**src/rtl/instr_encoder.sv**
```systemverilog
// instr_encoder: encodes instruction field sets into 32-bit words and streams them into imem through a 4-deep FIFO
module instr_encoder (
   input  logic        clock,
   input  logic        reset,
   input  logic        start,
   input  logic [11:0] base_addr,
   input  logic        in_valid,
   output logic        in_ready,
   input  logic        in_last,
   input  logic [4:0]  opcode,
   input  logic [4:0]  rd,
   input  logic [4:0]  rs,
   input  logic [4:0]  rt,
   input  logic [4:0]  shamt,
   input  logic [4:0]  aluop,
   input  logic [16:0] imm,
   input  logic [26:0] target,
   input  logic        mem_ready,
   output logic        imem_we,
   output logic [11:0] imem_addr,
   output logic [31:0] imem_data,
   output logic        busy,
   output logic        done,
   output logic        err
);
   typedef enum logic [1:0] {IDLE, LOAD, FLUSH, DONE} state_t;
   state_t      state_q, state_d;
   logic [31:0] fifo_q [4];
   logic [1:0]  wr_ptr_q, rd_ptr_q;
   logic [2:0]  cnt_q;
   logic [11:0] addr_q;
   logic        err_q;
   logic        is_r, is_i, is_ji, is_jii, op_ok, accept, push, pop;
   logic [31:0] enc;
   assign is_r   = opcode == 5'd0;
   assign is_i   = opcode inside {5'd2, 5'd5, 5'd6, 5'd7, 5'd8, 5'd9, 5'd10};
   assign is_ji  = opcode inside {5'd1, 5'd3, 5'd21, 5'd22};
   assign is_jii = opcode inside {5'd4, 5'd11, 5'd12, 5'd13};
   assign op_ok  = is_r | is_i | is_ji | is_jii;
   assign enc = {opcode, is_r   ? {rd, rs, rt, shamt, aluop, 2'b00} :
                         is_i   ? {rd, rs, imm} :
                         is_ji  ? target :
                         is_jii ? {rd, 22'd0} : 27'd0};
   // reset gates the handshake outputs so nothing is accepted or written during the reset cycle
   assign in_ready  = !reset && state_q == LOAD && cnt_q != 3'd4;
   assign accept    = in_valid && in_ready;
   assign push      = accept && op_ok;
   assign imem_we   = !reset && cnt_q != 3'd0 && mem_ready;
   assign pop       = imem_we;
   assign imem_data = fifo_q[rd_ptr_q];
   assign imem_addr = addr_q;
   assign err       = !reset && err_q;
   // state register plus FIFO pointers, write address and sticky error
   always_ff @(posedge clock) begin
      if (reset) begin
         state_q  <= IDLE;
         wr_ptr_q <= 2'd0;
         rd_ptr_q <= 2'd0;
         cnt_q    <= 3'd0;
         addr_q   <= 12'd0;
         err_q    <= 1'b0;
      end else begin
         state_q <= state_d;
         if (push) wr_ptr_q <= wr_ptr_q + 2'd1;
         if (pop) rd_ptr_q <= rd_ptr_q + 2'd1;
         cnt_q <= cnt_q + {2'b00, push} - {2'b00, pop};
         if (state_q == IDLE && start) begin
            addr_q <= base_addr;
            err_q  <= 1'b0;
         end else begin
            if (pop) addr_q <= addr_q + 12'd1;
            if (accept && !op_ok) err_q <= 1'b1;
         end
      end
   end
   // FIFO storage needs no reset; occupancy alone decides what is valid
   always_ff @(posedge clock) begin
      if (push) fifo_q[wr_ptr_q] <= enc;
   end
   // next-state: load on start, flush after the last beat, done once drained
   always_comb begin
      state_d = (state_q == IDLE && start)                ? LOAD  :
                (state_q == LOAD && accept && in_last)    ? FLUSH :
                (state_q == FLUSH && cnt_q == 3'd0)       ? DONE  :
                (state_q == DONE)                         ? IDLE  : state_q;
   end
   // status outputs decoded from the current state
   always_comb begin
      busy = !reset && (state_q == LOAD || state_q == FLUSH);
      done = !reset && state_q == DONE;
   end
endmodule

```
**config.mk**
```make
export PLATFORM = sky130hd
export DESIGN_NAME = instr_encoder
export DESIGN_NICKNAME = d
export VERILOG_FILES = /design/src/rtl/instr_encoder.sv
export SDC_FILE = /design/constraint.sdc
export NUM_CORES = 1
export LEC_CHECK = 0
export CORE_UTILIZATION = 50
export CTS_CLUSTER_DIAMETER = 120
export CTS_CLUSTER_SIZE = 28
export DETAILED_ROUTE_END_ITERATION = 16
export PLACE_DENSITY = 0.82
export SLEW_MARGIN = 0
export SYNTH_ARGS = -nofsm -noshare
export SYNTH_HDL_FRONTEND = slang
export SYNTH_SLANG_ARGS = --single-unit
```
**constraint.sdc**
```tcl
create_clock -name clock -period 6.34 [get_ports clock]
set_input_delay 0.634 -clock clock [delete_from_list [all_inputs] [get_ports clock]]
set_output_delay 0.634 -clock clock [all_outputs]
set_load 0.005 [all_outputs]
```
Word-level counts from Yosys, hierarchy flattened:

Memories as Yosys holds them, arrays and structs flattened. A register that Yosys moved wholly into a read port is not among the register bits.
Index checks and enable logic that the tools add are counted.

* add/sub/neg operators: 5
* eq/ne operators: 19
* mux-type cells: 14
* bitwise logic cells: 3
* reductions and logical operators: 28

Operators by type and width (count)
* $mux W27: 4
* $eq A5 B4 Y1 const B: 6
* $mux W12: 2
* $eq A5 B3 Y1 const B: 4
* $logic_and A1 B1 Y1: 14
* $add A12 B1 Y12 const B: 1
* $reduce_bool A4 Y1: 3
* $eq A5 B2 Y1 const B: 2
* $eq A5 B5 Y1 const B: 2
* $mux W2: 5
* $reduce_bool A7 Y1: 1
* $reduce_bool A3 Y1: 2
* $eq A5 B1 Y1 const B: 1
* $logic_not A5 Y1: 1
* $add A2 B1 Y2 const B: 2
* $eq A2 B2 Y1 const B: 2
* $add A3 B1 Y3: 1
* $logic_not A3 Y1: 1
* $mux W1: 3
* $ne A3 B3 Y1 const B: 1
* $or A1 B1 Y1: 3
* $sub A3 B1 Y3: 1
* $eq A2 B1 Y1 const B: 1
* $logic_not A1 Y1: 2
* 4 further kinds: 4

* bits in registers: 22
* RAM bits: 128
* input port bits: 92
* output and inout port bits: 49
* logic and storage cells: 77
* memories kept: 1

Memories
* fifo_q: words 4, bits a word 32, read ports 1, clocked after Yosys merged registers in 1, write ports 1, line 28 `logic [31:0] fifo_q [4];`

Depth between registers and ports, before layout:

Gate-level depths: netlist of run 1.

* depth after elaboration: 8
* depth in mapped cells: 15
* gate-level depth less buffers: 14

Least setup slack after synthesis of run 1:

OpenSTA, ideal clock, no wires.

* path type: input -> register
* start point: in opcode[3]
* end point: reg cnt_q[2]
* setup time: 0.128 ns
* arrival time: 2.660 ns
* required time: 6.212 ns
* slack: 3.552 ns
* stages: 14
* buffers on the path: 2
* path through: buf_2 -> nand2b_1 -> o21ai_0 -> and3_1 -> buf_2 -> inv_1 -> ha_1 -> inv_1 -> ha_1 -> inv_1 -> fa_1 -> xor2_1 -> xnor2_1 -> nor2_1

* word-level cells in the longest chain between the ends: 8
* elaborated cells on any way between the ends: 25
* those cells by class: add/sub (2); eq/ne (15); bitwise (3); reduce/logical (5)

Ends and longest elaborated chain
* from (decl): line 10 `input logic [4:0] opcode,`
* $eq A5 B2 Y1 (tied with other cells): line 36 `assign is_i = opcode inside {5'd2, 5'd5, 5'd6, 5'd7, 5'd8, 5'd9, 5'd10};`
* $reduce_bool A7 Y1: line 36
* $or A1 B1 Y1 (2 in a row): line 39 `assign op_ok = is_r | is_i | is_ji | is_jii;`
* $or A1 B1 Y1 *: line 39
* $logic_and A1 B1 Y1 *: line 47 `assign push = accept && op_ok;`
* $add A3 B1 Y3 *: line 66 `cnt_q <= cnt_q + {2'b00, push} - {2'b00, pop};`
* $sub A3 B1 Y3 *: line 66
* to (signal assigned): line 66
* to (decl): line 30 `logic [2:0] cnt_q;`

Every way passes the cells marked *; elsewhere a longest branch is shown, timed or not.
A chain may end at the register's enable or synchronous reset.

Worst setup path in the final report of run 1:

* start point: in reset
* end point: reg cnt_q[2]

* word-level cells in the longest chain between the ends: 7
* elaborated cells on any way between the ends: 9
* those cells by class: add/sub (2); reduce/logical (7)

Ends and longest elaborated chain
* from (decl): line 4 `input logic reset,`
* $logic_not A1 Y1: line 45, 48
* $logic_and A1 B1 Y1 (2 in a row): line 45 `assign in_ready = !reset && state_q == LOAD && cnt_q != 3'd4;`
* $logic_and A1 B1 Y1: line 46 `assign accept = in_valid && in_ready;`
* $logic_and A1 B1 Y1: line 47
* $add A3 B1 Y3: line 66
* $sub A3 B1 Y3: line 66

Parallel ways exist; a longest one is shown, timed or not.

==> out/results.tsv, run 1 <==
stage	metric	value	unit
run_status	status	finished, final reports clean	
clock_tree	latest clock arrival within the worst-skew pair	0.41	ns
clock_tree	total clock sinks	152	
global_route	pin count of the biggest net entering global routing	33	
global_route	met3 usage	0.0544	
global_route	GR Util met2	0.376	
logic_synthesis	Seq/Total Area, Yosys	0.669	
clock_tree	CTS buffer count	17	
clock_tree	Worst-path clk slew	0.06	ns
placement	port bufs	140	
floorplan	row count	41	
setup_path	Worst Path Max Fanout	21	
detailed_routing	Final ANT Viol Nets	0	
clock_tree	setup bufs post-CTS	0	
logic_synthesis	post-synthesis adder-cell area fraction	0.0244	
logic_synthesis	Yosys warnings	0	
global_route	vias in the first global route	4020	
global_route	initial antenna violation count	0	
sta	Setup Skew	0.00881	ns
job	MaxCap Viol Count	0	
power_and_ir_drop	Power Density	291	nW/um2
clock_tree	Max clock buf depth	2	
floorplan	die height	116	um
floorplan	initial core utilization	0.512	
sta	minimum clock period	3.39	ns
hold_path	Hold Crit Class	reg2reg	
global_route	met1 Use GR	0.280	
logic_synthesis	number of synthesized register bits	152	
floorplan	full die area	13400	um2
clock_tree	H-tree levels	4	
logic_synthesis	largest family of logic cells by synthesized area	multiplexers	
detailed_routing	Routed WL per cell	19.5	um
logic_synthesis	Mapped Avg Cell Area	17.0	um2
logic_synthesis	library cells used by synthesis	51	
detailed_routing	vias per cell	5.56	
layout	Fill cells	828	
sta	Hold Fails Final Rpt	0	
layout	Nets	625	
detailed_routing	DR vias	3919	
global_route	GR peak layer	met2	
global_route	global-route wire length before repair	21300	um
setup_path	critical path capture point type	register	
floorplan	Core ar.	12600	um2
sta	fin crit share	0.534	
sta	Peak Freq	295	MHz
setup_path	Worst Path Required	6.60	ns
placement	Final GP Congestion	0.746	
layout	synthesis-to-finish area growth	33.1	%
logic_synthesis	fraction of registers with async set/reset	0	
logic_synthesis	post-synthesis mux area share	0.116	
clock_tree	cts hold-fix bufs	0	
logic_synthesis	area share of and/or/nand/nor cells after synthesis	0.0589	
global_route	grt ovf	0	
logic_synthesis	Synth Instances	379	
logic_synthesis	Mapped Nets	483	
sta	setup violators final	0	
setup_path	Arrival @ worst endpoint	3.65	ns
floorplan	Die X	116	um
sta	setup TNS after final layout	0	ns
layout	# diodes	0	
clock_tree	post_cts resized	0	
power_and_ir_drop	peak supply drop	0.000199	V
detailed_routing	DR iter-0 viols	332	
layout	share of cells above drive strength 1	0.143	
setup_path	Critical Path Start Type	input port	
logic_synthesis	Synth Area in Compound Gates	0.0922	
logic_synthesis	Cell Area, Synth	6460	um2
sta	RSZ-0062 raised after global routing	false	
global_route	GRT Resource Usage Total	0.221	
floorplan	IO Count	141	
setup_path	Setup CP Type	in2reg	
detailed_routing	final WL	13700	um
clock_tree	Root Driver	clkbuf_16	
layout	Core Util, Final	0.681	
power_and_ir_drop	Leak	0.00296	uW
sta	worst slew pin tran	1.09	ns
clock_tree	CTS tree	yes	
detailed_routing	DRC	0	
logic_synthesis	post-synthesis xor/xnor area fraction	0.0190	
sta	fin. max-slew vios	0	
sta	headroom to the max-slew limit	0.271	
logic_synthesis	EDFF count, synth	128	
placement	HPWL Detailed	8670	um
logic_synthesis	Most used DFF post-synth	edfxtp_1	
detailed_routing	first-pass iteration count of the detailed router	5	
cells in the final DEF, fill, tap and decap left out, types with 9 or more instances in the layout:
| master | n |
|---|---|
| mux4_2 | 32 |
| a22o_1 | 28 |
| clkdlybuf4s50_1 | 140 |
| ha_1 | 11 |
| o21ai_0 | 10 |
| dfxtp_1 | 23 |
| nor2_1 | 11 |
| a21oi_1 | 10 |
| edfxtp_1 | 128 |
| inv_1 | 9 |
| clkbuf_16 | 17 |
| xnor2_1 | 13 |
| a21o_1 | 17 |
cell families (layout without fill, tap and decap cells):
kind of cell / Yosys count / in the layout
xor gates and xnor gates: 14 / 14
muxes: 35 / 35
adders and majority gates: 12 / 12
DFF: 152 / 152
buffers and inverters: 29 / 183
AOI/OAI and AO/OA: 77 / 77
and+or+nand+nor: 60 / 60
critical path, stage by stage:
cell and delay [ns]:
clkdlybuf4s50_1 0.80, and2b_1 0.38, and3_4 0.20, and3_1 0.31, inv_1 0.09, ha_1 0.27
inv_1 0.05, ha_1 0.13, inv_1 0.04, fa_1 0.36, xor2_1 0.18, xnor2_1 0.13
nor2_1 0.06
power breakdown:
| part | internal (uW) | switching, uW | leakage, uW |
|---|---|---|---|
| registers | 1110 | 21.4 | 0.00137 |
| logic | 214 | 157 | 0.00131 |
| clock network | 634 | 365 | 0.000286 |
| total | 1960 | 543 | 0.00296 |
per-layer routing:
metal	part of all wire	wire length (um)
met5	0	0
met3	0.068	929
met4	0.0082	113
met1	0.42	5740
met2	0.51	6960
Yosys cell counts (2+ instances only):
cell / n / area share
edfxtp_1: 128 / 0.60
mux4_2: 32 / 0.11
a22o_1: 28 / 0.038
dfxtp_1: 24 / 0.074
a21o_1: 17 / 0.020
xnor2_1: 13 / 0.018
ha_1: 11 / 0.021
nor2_1: 11 / 0.0064
a21oi_1: 10 / 0.0077
buf_2: 10 / 0.0077
o21ai_0: 10 / 0.0077
inv_1: 9 / 0.0052
nand2_1: 8 / 0.0046
clkbuf_1: 7 / 0.0041
and2_1: 6 / 0.0058
nor3_1: 4 / 0.0031
mux2i_1: 3 / 0.0046
nand2b_1: 3 / 0.0029
nand4_1: 3 / 0.0029
nor2b_1: 3 / 0.0029
nor4_1: 3 / 0.0029
a211oi_1: 2 / 0.0023
and3_1: 2 / 0.0019
buf_4: 2 / 0.0023
nand4b_1: 2 / 0.0027
nor3b_1: 2 / 0.0023
nor4b_1: 2 / 0.0027
sequential cells by signal (all words and copies together), names as in the netlist, named ones only:
| register | count |
|---|---|
| wr_ptr_q | 2 |
| err_q | 1 |
| imem_addr | 12 |
| cnt_q | 3 |
| fifo_q | 128 |
| state_q | 2 |
| rd_ptr_q | 2 |
through the flow:
step / power, uW / hold WS (ns) / area [um2] / setup slack, ns / instances
final: 2510 / 0.499 / 8600 / 2.95 / 705
after global routing: 2600 / 0.535 / 8600 / 2.69 / 705
after CTS: 2520 / 0.499 / 8600 / 2.91 / 705
after detailed placement: 1530 / 0.478 / 8010 / 2.49 / 674
after global placement: 1520 / 0.480 / 8010 / 2.64 / 674
after floorplan: 1350 / 0.464 / 6460 / 3.55 / 379
path summary, 6_finish.rpt:
check | slack [ns] | depth (start not counted) | endpoint | startpoint
worst max-delay path | 2.95 | 13 | cnt_q[2]$_SDFF_PP0_ | reset
worst min-delay path | 0.50 | 1 | err_q$_SDFFE_PP0P_ | err_q$_SDFFE_PP0P_
worst max register to register | 3.65 | 14 | cnt_q[2]$_SDFF_PP0_ | state_q[1]$_SDFFE_PP0P_
worst min register to register | 0.50 | 1 | err_q$_SDFFE_PP0P_ | err_q$_SDFFE_PP0P_
layout make-up:
class                   count  area, um2  share of cell area
clock inverters             9        125              0.0145
clock buffers              22        464              0.0540
well taps                 172        215              0.0250
flip-flops and latches    152       4330               0.503
multi-input cells         198       2010               0.234
inverters                   9       33.8             0.00393
repair buffers            143       1420               0.166
No activity file was read; power rests on OpenSTA's default activity.
==> run 2: changes to the inputs <==
clock period = 3.48 ns   (was 6.34 ns; I/O delays follow)
==> run 2 against run 1 <==
  * Total power grew 77%
  * Sequential share of layout area shrank 0.59 points
  * Clock skew shrank 0.0013 ns
  * Final area grew 1.2%
  * Worst hold slack gained 0.0094 ns
  * Combinational power grew 84%
  * Critical path type is now reg2out
==> out/results.tsv, run 2 (same netlist as run 1, synthesis figures left out) <==
stage	metric	value	unit	change
layout	Core Util, Final	0.690		+0.00813
setup_path	Worst R2R Setup Slack	0.81	ns	-2.84 ns
global_route	pin count of the biggest net entering global routing	33		unchanged
setup_path	Slowest-stage cell, CP	dfxtp_2		
layout	share of cells above drive strength 1	0.158		+0.0149
setup_path	cell chain of the critical path	buf_12, mux4_2, clkdlybuf4s50_1		
sta	minimum clock period	2.80	ns	
global_route	GRT Resource Usage Total	0.226		+0.00549
sta	smallest hold slack	0.509	ns	+0.00935 ns
detailed_routing	vias per cell	5.63		+1.3%
layout	register name with the most flops	fifo_q		
detailed_routing	Routed WL per cell	19.8	um	+1.8%
setup_path	crit path buf inv count	2		-2
detailed_routing	Final ANT Viol Nets	0		unchanged
global_route	initial antenna violation count	0		unchanged
power_and_ir_drop	Power Density	509	nW/um2	+74%
global_route	vias in the first global route	4154		+3.3%
setup_path	critical path capture point type	output port		
setup_path	Top Family by Delay on Critical Path	flip-flops		
floorplan	row count	41		unchanged
sta	Peak Freq	358	MHz	
job	MaxCap Viol Count	0		unchanged
floorplan	initial core utilization	0.512		unchanged
hold_path	Hold Crit Class	reg2reg		
layout	Nets	637		+1.9%
layout	synthesis-to-finish area growth	34.7	%	
clock_tree	setup bufs post-CTS	0		unchanged
placement	Final GP Congestion	0.764		+2.5%
sta	setup TNS after final layout	0	ns	unchanged
detailed_routing	DRC	0		unchanged
layout	commonest non-fill, non-tap cells in the layout	140 x clkdlybuf4s50_1, 128 x edfxtp_1, 32 x mux4_2		
clock_tree	Root Driver	clkbuf_16		
clock_tree	H-tree levels	4		unchanged
sta	worst slew pin tran	0.984	ns	-0.105 ns
floorplan	Die X	116	um	unchanged
clock_tree	CTS tree	yes		
clock_tree	cts hold-fix bufs	0		unchanged
layout	most common cell after layout, fill and taps aside	clkdlybuf4s50_1		
sta	RSZ-0062 raised after global routing	false		
sta	fin crit share	0.803		
power_and_ir_drop	peak supply drop	0.000305	V	+54%
clock_tree	CTS buffer count	17		unchanged
floorplan	IO Count	141		unchanged
placement	HPWL Detailed	9380	um	+8.2%
detailed_routing	final WL	14200	um	+3.6%
layout	Fill cells	829		+0.12%
sta	fin. max-slew vios	0		unchanged
sta	Hold Fails Final Rpt	0		unchanged
detailed_routing	first-pass iteration count of the detailed router	5		unchanged
floorplan	Core ar.	12600	um2	unchanged
detailed_routing	DR iter-0 viols	256		-23%
sta	setup violators final	0		unchanged
setup_path	Worst Path Max Fanout	17		-19%
run_status	status	finished, final reports clean		
clock_tree	Worst-path clk slew	0.06	ns	about the same
placement	port bufs	140		unchanged
setup_path	Arrival @ worst endpoint	2.45	ns	-1.20 ns
clock_tree	post_cts resized	0		unchanged
layout	# diodes	0		unchanged
sta	headroom to the max-slew limit	0.340		+0.0687
global_route	global-route wire length before repair	21700	um	+2.2%
clock_tree	total clock sinks	152		unchanged
clock_tree	Max clock buf depth	2		unchanged
power_and_ir_drop	total chip power	4430	uW	+77%
setup_path	Worst Path Required	3.13	ns	-3.47 ns
sta	Setup Skew	0.00753	ns	-0.00127 ns
setup_path	Critical Path Start Type	register		
clock_tree	latest clock arrival within the worst-skew pair	0.41	ns	about the same
power_and_ir_drop	Leak	0.00300	uW	+1.3%
layout	max FFs per register	128		unchanged
setup_path	Worst path max stage delay	0.75	ns	-0.05 ns
setup_path	Setup CP Type	reg2out		
floorplan	die height	116	um	unchanged
global_route	grt ovf	0		unchanged
detailed_routing	DR vias	4042		+3.1%
floorplan	full die area	13400	um2	unchanged
[run 2: area by class of cell]
type	count	area, um2	share of cell area
Sequential cell	152	4330	0.497
Multi-Input combinational cell	198	2010	0.231
Timing Repair Buffer	155	1580	0.181
Clock buffer	20	437	0.0502
Tap cell	172	215	0.0247
Clock inverter	12	103	0.0118
Inverter	9	33.8	0.00388
[run 2: worst paths after layout]
kind,start,end,depth (start not counted)
worst min-delay path,err_q$_SDFFE_PP0P_,err_q$_SDFFE_PP0P_,1
worst max register to register,state_q[1]$_SDFFE_PP0P_,cnt_q[2]$_SDFF_PP0_,14
worst min register to register,err_q$_SDFFE_PP0P_,err_q$_SDFFE_PP0P_,1
worst max-delay path,register,imem_data[17],3
[run 2: layer usage]
metal	GRT usage	routed length [um]	up-vias	part of all wire
met1	0.273	5790	2002	0.41
met5	0	0	-	0
met4	0.103	331	0	0.023
met2	0.374	7070	181	0.50
met3	0.0727	1050	25	0.074
li1	-	-	1834	-
[run 2: where the power goes]
part           total, uW  internal (uW)  switching (uW)
clock network       1660            976             679
registers           2090           2030            59.4
logic                681            408             273
[run 2: per-stage QoR]
step | std cells | setup slack [ns] | area (um2)
2_1_floorplan | 379 | 0.978 | 6460
3_3_place_gp | 686 | 0.521 | 8160
3_5_place_dp | 686 | 0.380 | 8160
5_1_grt | 718 | 0.522 | 8700
4_1_cts | 718 | 0.599 | 8700
6_report | 718 | 0.684 | 8700
